File: src/rtl/bka_selftest_if.sv
// Operand/result bus between the self-test engine and the prefix adder under test.
// master = self-test engine side, slave = adder side.
interface bka_selftest_if #(
    parameter int unsigned N = 64
);
    logic [N-1:0] a;
    logic [N-1:0] b;
    logic         cin;
    logic [N-1:0] sum;
    logic         cout;

    modport master (output a, output b, output cin, input sum, input cout);
    modport slave  (input a, input b, input cin, output sum, output cout);
endinterface

File: src/rtl/bka_selftest.sv
// Built-in self-test engine for the Brent-Kung prefix adder: LFSR operands, bit-serial reference check.
// Optional directed vectors 0..3 when BKA_SELFTEST_DIRECTED_EN is defined.
module bka_selftest #(
    parameter int unsigned N             = 64,
    parameter int unsigned NUM_VECTORS   = 256,
    parameter int unsigned SETTLE_CYCLES = 2,
    parameter logic [63:0] SEED          = 64'hACE1_2468_1357_BDF9
) (
    input  logic                  clk,
    input  logic                  rst,
    input  logic                  start,
    bka_selftest_if.master        bus,
    output logic                  busy,
    output logic                  done,
    output logic                  pass,
    output logic [15:0]           fail_count,
    output logic [15:0]           first_fail_idx
);
    localparam logic [N-1:0] SeedN = N'(SEED);

    typedef enum logic [2:0] {StIdle, StSettle, StCapture, StCheck, StDone} state_e;

    function automatic logic [N-1:0] lfsr_next(input logic [N-1:0] x);
        return {x[N-2:0], x[N-1] ^ x[N-2] ^ x[N-4] ^ x[N-5]};
    endfunction

    state_e       state_q, state_d;
    logic [N-1:0] a_q, b_q, lfsr_a_q, lfsr_b_q;
    logic         cin_q;
    logic [N-1:0] sh_a_q, sh_a_d, sh_b_q, sh_b_d, sh_s_q, sh_s_d;
    logic         c_q, c_d, cout_q, cout_d, err_q, err_d;
    logic [15:0]  bit_q, bit_d, settle_q, settle_d, idx_q, idx_d;
    logic         busy_q, busy_d, done_q, done_d, pass_q, pass_d;
    logic [15:0]  fail_q, fail_d, first_q, first_d;
    logic         first_load, next_load;
    logic         exp_bit, c_nxt, bit_err, last_bit, vec_err;
    logic [15:0]  fail_new;
    logic [N-1:0] src_a, src_b, ld_a, ld_b, lfsr_a_nxt, lfsr_b_nxt;
    logic         ld_cin;

    assign bus.a          = a_q;
    assign bus.b          = b_q;
    assign bus.cin        = cin_q;
    assign busy           = busy_q;
    assign done           = done_q;
    assign pass           = pass_q;
    assign fail_count     = fail_q;
    assign first_fail_idx = first_q;

    // Next operand vector; a fresh run restarts the LFSRs from the seed.
    always_comb begin
        src_a      = first_load ? SeedN : lfsr_a_q;
        src_b      = first_load ? ~SeedN : lfsr_b_q;
        ld_a       = src_a;
        ld_b       = src_b;
        lfsr_a_nxt = lfsr_next(src_a);
        lfsr_b_nxt = lfsr_next(src_b);
        ld_cin     = src_a[0] ^ src_b[N-1];
`ifdef BKA_SELFTEST_DIRECTED_EN
        begin
            logic [15:0]  ld_idx;
            logic [N-1:0] p55;
            ld_idx = first_load ? 16'd0 : idx_q + 16'd1;
            for (int i = 0; i < int'(N); i++) p55[i] = (i % 2 == 0);
            if (ld_idx < 16'd4) begin
                // LFSRs hold their seed until the first pseudo-random vector
                lfsr_a_nxt = src_a;
                lfsr_b_nxt = src_b;
                unique case (ld_idx[1:0])
                    2'd0: begin ld_a = '0;   ld_b = '0;                       ld_cin = 1'b0; end
                    2'd1: begin ld_a = '1;   ld_b = {{(N-1){1'b0}}, 1'b1};    ld_cin = 1'b0; end
                    2'd2: begin ld_a = '1;   ld_b = '1;                       ld_cin = 1'b1; end
                    2'd3: begin ld_a = p55;  ld_b = ~p55;                     ld_cin = 1'b1; end
                endcase
            end
        end
`endif
    end

    always_comb begin
        exp_bit  = sh_a_q[0] ^ sh_b_q[0] ^ c_q;
        c_nxt    = (sh_a_q[0] & sh_b_q[0]) | (sh_a_q[0] & c_q) | (sh_b_q[0] & c_q);
        bit_err  = exp_bit != sh_s_q[0];
        last_bit = bit_q == 16'(N - 1);
        vec_err  = err_q | bit_err | (last_bit & (cout_q != c_nxt));
        fail_new = (vec_err && fail_q != 16'hFFFF) ? fail_q + 16'd1 : fail_q;
    end

    always_comb begin
        state_d    = state_q;
        sh_a_d     = sh_a_q;
        sh_b_d     = sh_b_q;
        sh_s_d     = sh_s_q;
        c_d        = c_q;
        cout_d     = cout_q;
        err_d      = err_q;
        bit_d      = bit_q;
        settle_d   = settle_q;
        idx_d      = idx_q;
        busy_d     = busy_q;
        done_d     = done_q;
        pass_d     = pass_q;
        fail_d     = fail_q;
        first_d    = first_q;
        first_load = 1'b0;
        next_load  = 1'b0;
        unique case (state_q)
            StIdle, StDone: begin
                if (start) begin
                    fail_d     = 16'd0;
                    first_d    = 16'hFFFF;
                    done_d     = 1'b0;
                    pass_d     = 1'b0;
                    busy_d     = 1'b1;
                    idx_d      = 16'd0;
                    settle_d   = 16'd0;
                    first_load = 1'b1;
                    state_d    = StSettle;
                end
            end
            StSettle: begin
                if (settle_q == 16'(SETTLE_CYCLES - 1)) state_d = StCapture;
                else settle_d = settle_q + 16'd1;
            end
            StCapture: begin
                sh_s_d  = bus.sum;
                cout_d  = bus.cout;
                sh_a_d  = a_q;
                sh_b_d  = b_q;
                c_d     = cin_q;
                err_d   = 1'b0;
                bit_d   = 16'd0;
                state_d = StCheck;
            end
            StCheck: begin
                sh_a_d = sh_a_q >> 1;
                sh_b_d = sh_b_q >> 1;
                sh_s_d = sh_s_q >> 1;
                c_d    = c_nxt;
                err_d  = err_q | bit_err;
                bit_d  = bit_q + 16'd1;
                if (last_bit) begin
                    fail_d = fail_new;
                    if (vec_err && first_q == 16'hFFFF) first_d = idx_q;
                    if (idx_q == 16'(NUM_VECTORS - 1)) begin
                        done_d  = 1'b1;
                        pass_d  = fail_new == 16'd0;
                        busy_d  = 1'b0;
                        state_d = StDone;
                    end else begin
                        idx_d     = idx_q + 16'd1;
                        settle_d  = 16'd0;
                        next_load = 1'b1;
                        state_d   = StSettle;
                    end
                end
            end
            default: state_d = StIdle;
        endcase
    end

    always_ff @(posedge clk) begin
        if (rst) begin
            state_q  <= StIdle;
            a_q      <= '0;
            b_q      <= '0;
            cin_q    <= 1'b0;
            lfsr_a_q <= '0;
            lfsr_b_q <= '0;
            sh_a_q   <= '0;
            sh_b_q   <= '0;
            sh_s_q   <= '0;
            c_q      <= 1'b0;
            cout_q   <= 1'b0;
            err_q    <= 1'b0;
            bit_q    <= 16'd0;
            settle_q <= 16'd0;
            idx_q    <= 16'd0;
            busy_q   <= 1'b0;
            done_q   <= 1'b0;
            pass_q   <= 1'b0;
            fail_q   <= 16'd0;
            first_q  <= 16'hFFFF;
        end else begin
            state_q  <= state_d;
            sh_a_q   <= sh_a_d;
            sh_b_q   <= sh_b_d;
            sh_s_q   <= sh_s_d;
            c_q      <= c_d;
            cout_q   <= cout_d;
            err_q    <= err_d;
            bit_q    <= bit_d;
            settle_q <= settle_d;
            idx_q    <= idx_d;
            busy_q   <= busy_d;
            done_q   <= done_d;
            pass_q   <= pass_d;
            fail_q   <= fail_d;
            first_q  <= first_d;
            if (first_load || next_load) begin
                a_q      <= ld_a;
                b_q      <= ld_b;
                cin_q    <= ld_cin;
                lfsr_a_q <= lfsr_a_nxt;
                lfsr_b_q <= lfsr_b_nxt;
            end
        end
    end
endmodule

File: src/flat_wrapper.sv
// flat-port wrapper written by rule: the top's interface ports become plain ports
module bka_selftest_flat 
#(
    parameter int unsigned N             = 64,
    parameter int unsigned NUM_VECTORS   = 256,
    parameter int unsigned SETTLE_CYCLES = 2,
    parameter logic [63:0] SEED          = 64'hACE1_2468_1357_BDF9
)
  (clk, rst, start, busy, done, pass, fail_count, first_fail_idx, bus_a, bus_b, bus_cin, bus_sum, bus_cout);
  bka_selftest_if #(.N(N)) bus_i ();
  input  logic clk;
  input  logic rst;
  input  logic start;
  output logic busy;
  output logic done;
  output logic pass;
  output logic [15:0] fail_count;
  output logic [15:0] first_fail_idx;
  output wire logic [$bits(bus_i.a)-1:0] bus_a;
  output wire logic [$bits(bus_i.b)-1:0] bus_b;
  output wire logic [$bits(bus_i.cin)-1:0] bus_cin;
  input wire logic [$bits(bus_i.sum)-1:0] bus_sum;
  input wire logic [$bits(bus_i.cout)-1:0] bus_cout;
  assign bus_a = bus_i.a;
  assign bus_b = bus_i.b;
  assign bus_cin = bus_i.cin;
  assign bus_i.sum = bus_sum;
  assign bus_i.cout = bus_cout;
  bka_selftest #(.N(N), .NUM_VECTORS(NUM_VECTORS), .SETTLE_CYCLES(SETTLE_CYCLES), .SEED(SEED)) u_core (.clk(clk), .rst(rst), .start(start), .bus(bus_i), .busy(busy), .done(done), .pass(pass), .fail_count(fail_count), .first_fail_idx(first_fail_idx));
endmodule
File: config.mk
export PLATFORM = sky130hd
export DESIGN_NAME = bka_selftest_flat
export DESIGN_NICKNAME = d
export VERILOG_FILES = /design/src/rtl/bka_selftest_if.sv /design/src/rtl/bka_selftest.sv /design/src/flat_wrapper.sv
export SDC_FILE = /design/constraint.sdc
export NUM_CORES = 1
export LEC_CHECK = 0
export ABC_CLOCK_PERIOD_IN_PS = 2900
export CORE_ASPECT_RATIO = 0.5
export CORE_UTILIZATION = 50
export CTS_CLUSTER_DIAMETER = 30
export DETAILED_ROUTE_END_ITERATION = 10
export GPL_TIMING_DRIVEN = 0
export MAX_ROUTING_LAYER = met4
export PLACE_DENSITY = 0.73
export SLEW_MARGIN = 0
export SYNTH_ARGS = -nofsm -noshare
export SYNTH_HDL_FRONTEND = slang
export SYNTH_SLANG_ARGS = --single-unit
export TNS_END_PERCENT = 50
File: constraint.sdc
create_clock -name clk -period 2.9 [get_ports clk]
set_clock_uncertainty 0.2 [all_clocks]
set_input_delay 0.58 -clock clk [delete_from_list [all_inputs] [get_ports clk]]
set_output_delay 0.58 -clock clk [all_outputs]
set_load 0.02 [all_outputs]
==> Word-level counts from Yosys, hierarchy flattened <==
Cells that the tools add are included.
{ "totals": {"ff_bits": 538} }
{ "op_classes": {"n_bitwise": 17, "addsub": 4, "n_reduce_logical": 15, "eq_ne": 18, "muxes": 44} }
{ "op_table": {"columns": ["cell", "n"], "rows": [
  ["case mux 64 bit (2 select lines)", 3],
  ["2-to-1 mux 16 bit", 11],
  ["2-to-1 mux 64 bit", 2],
  ["case mux 16 bit (2 select lines)", 4],
  ["adder 16 x 1 -> 16 bit (second input constant)", 4],
  ["case mux 16 bit (3 select lines)", 1],
  ["== test 16 x 1 -> 1 bit (second input constant)", 1],
  ["== test 16 bit (second input constant)", 1],
  ["== test 16 x 6 -> 1 bit (second input constant)", 1],
  ["== test 16 x 8 -> 1 bit (second input constant)", 1],
  ["logical NOT 16 bit", 1],
  ["!= test 16 bit (second input constant)", 1],
  ["2-to-1 mux 1 bit", 13],
  ["2-to-1 mux 3 bit", 4],
  ["case mux 3 bit (4 select lines)", 1],
  ["AND reduction 4 bit", 3],
  ["case mux 1 bit (2 select lines)", 5],
  ["XOR 1 bit", 9],
  ["!= test 2 x 1 -> 1 bit (second input constant)", 4],
  ["== test 3 x 2 -> 1 bit (second input constant)", 2],
  ["!= test 2 bit (second input constant)", 3],
  ["AND reduction 3 bit", 2],
  ["AND reduction 5 bit", 1],
  ["AND 1 bit", 4],
  ["other kinds (10)", 16]
]} }

==> Logic depth before layout (Yosys ltp) <==
Gate-level depths: netlist (run 1).
{ "depth": {"word_depth": 12, "mapped_depth": 11} }

==> Worst setup path before layout (run 1) <==
OpenSTA, ideal clock, no wires.
{ "synth_timing": {"kind": "flip-flop to flip-flop", "start": "reg u_core.bit_q[10]", "end": "reg u_core.pass_q (netlist: u_core.pass)", "path_stages_with_launch": 9, "required_time_ps": 2641, "slack_ps": 50, "arrival_ps": 2591, "path_buffers": 1, "period_less_slack_ps": 2850, "path_cell_list": "dfxtp_1 > or4_4 > or3_4 > o21a_1 > buf_6 > or3_4 > xnor2_1 > a2111oi_0 > a31o_1"} }
{ "synth_between": {"elab_chain_len": 9, "elab_cells_between_ends": 11} }
{ "synth_rtl": {"columns": ["element", "line_no", "text"], "rows": [
  ["start: declaration", "bka_selftest.sv:32", "logic [15:0] bit_q, bit_d, settle_q, settle_d, idx_q, idx_d;"],
  ["start signal: assignment", "bka_selftest.sv:192", "bit_q <= bit_d;"],
  ["== test 16 x 6 -> 1 bit *", "bka_selftest.sv:84", "last_bit = bit_q == 16'(N - 1);"],
  ["AND 1 bit", "bka_selftest.sv:85", "vec_err = err_q | bit_err | (last_bit & (cout_q != c_nxt));"],
  ["bitwise OR 1 bit", "bka_selftest.sv:85", null],
  ["logical AND 1 bit", "bka_selftest.sv:86", "fail_new = (vec_err && fail_q != 16'hFFFF) ? fail_q + 16'd1 : fail_q;"],
  ["2-to-1 mux 16 bit", "bka_selftest.sv:86", null],
  ["logical NOT 16 bit", "bka_selftest.sv:147", "pass_d = fail_new == 16'd0;"],
  ["2-to-1 mux 1 bit", "bka_selftest.sv:145", "if (idx_q == 16'(NUM_VECTORS - 1)) begin"],
  ["2-to-1 mux 1 bit", "bka_selftest.sv:142", "if (last_bit) begin"],
  ["case mux 1 bit (2 select lines)", "bka_selftest.sv:107", "unique case (state_q)"],
  ["end signal: assignment", "bka_selftest.sv:197", "pass_q <= pass_d;"],
  ["end: declaration", "bka_selftest.sv:33", "logic busy_q, busy_d, done_q, done_d, pass_q, pass_d;"]
]} }
Every way passes the cells marked *; elsewhere a longest branch is shown, timed or not. The select of a mux whose other input is x is not followed.
A chain may end at the register's enable or synchronous reset.

==> Worst setup path in the final report (run 1) <==
{ "layout_timing": {"start": "reg u_core.bit_q[12]", "end": "reg u_core.pass_q (netlist: u_core.pass)"} }
The elaborated chain is that of the path after synthesis.

==> out/qor.yml, run 1 <==
sta:
  finalCriticalPeriod_ns: 2.990
  worstMarginPinSlew_ns: 1.102
  drv_slew: 0
  period_share_pct: 103.1
  rsz0062_at_grt: "yes"
  finalSetupViolCount: 1
  setup_tns_ns: -0.08974
  relSlewSlack_pct: 26.52
  hold_viol: 0
  worst_slack_ns: -0.08974
  fmax_mhz: 334.5
  whs_ns: 0.2565
die:
  die_width_um: 273.0
  die_area_sq_um: 37550
  fp.dieH_um: 137.5
  ioPinCount: 232
  rows: 49
  initial_core_util_pct: 50.95
  coreArea_sq_um: 36050
clock_tree:
  cts.sinks: 412
  clk_pin_slew_ns: 0.06
  clock_latency_ns: 0.57
  cts_buffers: 51
  cts_buffer_depth: 3
  clockRootBuffer: "clkbuf_16"
  tritoncts: "yes"
  htree_levels: 2
  cts_hold_buffers: 0
worst_setup_path:
  worst_path_most_repeated_cell: "or3_4"
  end_kind: "register"
  cp_slowest_cell: "or4_4"
  critPathRequiredTime_ns: 3.21
  crit_family: "simple AND/OR/NAND/NOR gates"
  cp-start-kind: "register"
  crit_chain: "or4_4 > or3_4 > o21a_1 > buf_6 > or3_4 > xnor2_4 > a2111oi_4 > a31o_1"
  arrival_ns: 3.30
  critPathBufInv: 1
  path_class: "register to register"
  critPathMaxStageDelay_ns: 0.54
  worstPathMaxFanout: 5
job:
  drv_cap: 0
power:
  pwr-share-comb_pct: 13.9
  vdd_drop_max_mv: 0.4012
  p_clk_share_pct: 45.7
  seqPwrFrac_pct: 40.4
  p_int_uw: 11310
  p_sw_uw: 4149
  swShare_pct: 26.84
  power.density_nw_per_um2: 661.1
  p_leak_uw: 0.008387
layout:
  fin_area_sq_um: 23390
  num_antenna_cells: 0
  drive_above_1_share_pct: 11.72
  nNetsFinal: 2490
  area_growth_pct: 27.33
synth:
  muxShareOfSynthArea_pct: 10.47
  yosysWarningCount: 0
  synth_seq_area_share_pct: 44.91
  syn_area_sq_um: 18370
  synth_simple_gate_area_share_pct: 19.55
  synth_nets: 2205
  synth-compound-area-share_pct: 13.96
  synth_edf_count: 0
  synth_area_per_cell_sq_um: 8.619
  synth_top_family_by_area: "simple AND/OR/NAND/NOR gates"
  synth_fa_ha_area_share_pct: 0.4496
  ys_ff_latch: 412
  yosys.cell_types.count: 62
  ys_async_sr_fraction_pct: 0
  synthCells: 2131
  synthXorXnorAreaFrac_pct: 1.860
  ys.flop_type: "dfxtp_1"
run_status:
  violations: "negative setup slack"
  status: "finished with violations"
grt:
  met3_usage_pct: 4.671
  grt_overflow: 0
  grt_pass1_vias: 14860
  antenna_found_initial: 0
  grtUsageTotal_pct: 26.90
  grt_max_degree: 16
  grtUsageMet1_pct: 35.73
  grt.met2_usage_pct: 42.39
  top_usage_layer: "met2"
  grt_pass1_wl_mm: 78.83
drt:
  viasPerCell: 5.549
  ant_nets: 0
  dr.pass1.iters: 6
  wl_per_cell_um: 17.24
  wl_mm: 50.73
  drtIter0Drc: 1334
  drc: 0
  via_count: 16330
placement:
  gp_congestion: 0.9165
  dp_slack_ns: -0.6817
  place_hpwl_mm: 35.38
  numPortBuffers: 230
  placed_area_sq_um: 21270
worst_hold_path:
  hold_class: "register to register"
[area by class of cell]
cell class | instances | area (sq um)
Fill cell | 3022 | 12660
Multi-Input combinational cell | 1418 | 8638
Sequential cell | 412 | 8257
Timing Repair Buffer | 236 | 2347
Buffer | 292 | 1620
Clock buffer | 60 | 1371
Tap cell | 484 | 605.6
Clock inverter | 35 | 528.0
Inverter | 5 | 18.77
[flip-flops by register name, indices dropped and copies added, names as in the netlist]
register,count
u_core.sh_s_q,64
u_core.pass,1
u_core.bus.a,2
u_core.bus.cin,1
u_core.bus.b,2
u_core.err_q,1
u_core.lfsr_b_q,63
u_core.done,1
u_core.bit_q,16
u_core.sh_a_q,64
u_core.lfsr_a_q,63
u_core.c_q,1
u_core.idx_q,16
u_core.busy,1
u_core.sh_b_q,64
u_core.state_q,3
u_core.fail_count,16
u_core.settle_q,16
u_core.first_fail_idx,16
u_core.cout_q,1
[final timing paths]
kind	start	end	slack, ns	cells past startpoint
worst min-delay path	u_core.c_q$_SDFFE_PP0P_	u_core.c_q$_SDFFE_PP0P_	0.26	2
worst max-delay path	u_core.bit_q[12]$_SDFFE_PP0P_	u_core.pass$_SDFFE_PP0P_	-0.09	8
worst max register to register	u_core.bit_q[12]$_SDFFE_PP0P_	u_core.pass$_SDFFE_PP0P_	-0.09	8
worst min register to register	u_core.c_q$_SDFFE_PP0P_	u_core.c_q$_SDFFE_PP0P_	0.26	2
[kinds of logic (layout without fill, tap and decap cells)]
| kind of cell | after synthesis | count (layout) |
|---|---|---|
| DFF | 412 | 412 |
| adders and majority gates | 6 | 6 |
| muxes | 192 | 192 |
| AOI/OAI and AO/OA | 378 | 378 |
| xor gates and xnor gates | 39 | 39 |
| and+or+nand+nor | 803 | 803 |
| buffers and inverters | 301 | 628 |
[layout by cell type (no fill, tap or decap), drive strengths merged, types with 18 or more instances in the layout]
cell type,instances
dfxtp,412
nor2,347
clkdlybuf4s50,230
clkbuf,208
a211oi,197
mux2i,191
nor3,156
nand2,151
buf,150
a21oi,100
nand3,56
xor2,28
nand4,19
inv,18
[metal layers]
| metal | share of wire, % | vias up | routed length [um] |
|---|---|---|---|
| met5 | 0 | - | 0 |
| met4 | 2.1 | 0 | 1079 |
| met3 | 6.4 | 84 | 3240 |
| met2 | 46 | 484 | 23180 |
| met1 | 46 | 7781 | 23230 |
| li1 | - | 7977 | - |
[stage by stage]
step | power, uW | instances | utilization [%]
floorplan | 7726 | 2131 | -
global placement | 8402 | 2845 | 59.01
detailed placement | 8441 | 2845 | 59.01
CTS | 15490 | 2941 | 64.54
global route | 16010 | 2942 | 64.87
finish | 15460 | 2942 | 64.87
[power by group through the flow]
stage	clock network, uW	logic, uW	registers (uW)
6_report	7070	2140	6250
5_1_grt	7400	2330	6290
4_1_cts	7140	2110	6240
3_5_place_dp	0	2080	6360
3_3_place_gp	0	2050	6350
2_1_floorplan	0	1440	6290
[worst reg2reg max path, stage by stage, from the launching register on]
cell and delay [ns]:
dfxtp_1 0.36, or4_4 0.54, or3_4 0.42, o21a_1 0.21
buf_6 0.14, or3_4 0.37, xnor2_4 0.16, a2111oi_4 0.33
a31o_1 0.20
[repair_timing]
action / 4_1_cts / 5_1_grt
gates cloned: 0 / 1
setup buffers: 1 / 4
pin swaps: 5 / 8
setup endpoints to repair: 170 / 240
gates resized for setup: 34 / 30
[synth_stat cells, drive strengths merged, types with 9 or more instances]
| cell | n | area, sq um |
|---|---|---|
| and3 | 16 | 100.1 |
| nand4 | 19 | 118.9 |
| o21bai | 16 | 120.1 |
| nand3 | 56 | 280.3 |
| mux2i | 191 | 1912 |
| nor3 | 156 | 785.8 |
| o21ai | 17 | 85.08 |
| clkbuf | 150 | 563.0 |
| a211oi | 197 | 1479 |
| a311oi | 10 | 87.58 |
| xor2 | 28 | 245.2 |
| a21oi | 100 | 500.5 |
| nor2 | 347 | 1313 |
| buf | 146 | 1035 |
| nand2 | 151 | 566.8 |
| or3 | 14 | 102.6 |
| dfxtp | 412 | 8248 |
| xnor2 | 11 | 96.34 |
| nor4 | 9 | 62.56 |
Note: power is estimated with default switching activity, not from simulation.
==> inputs of run 2 (changes only) <==
Settings changed: TNS_END_PERCENT 50 to 30.
==> results of run 2 <==
No change in the layout: final DEF, timing and power equal those of run 1.
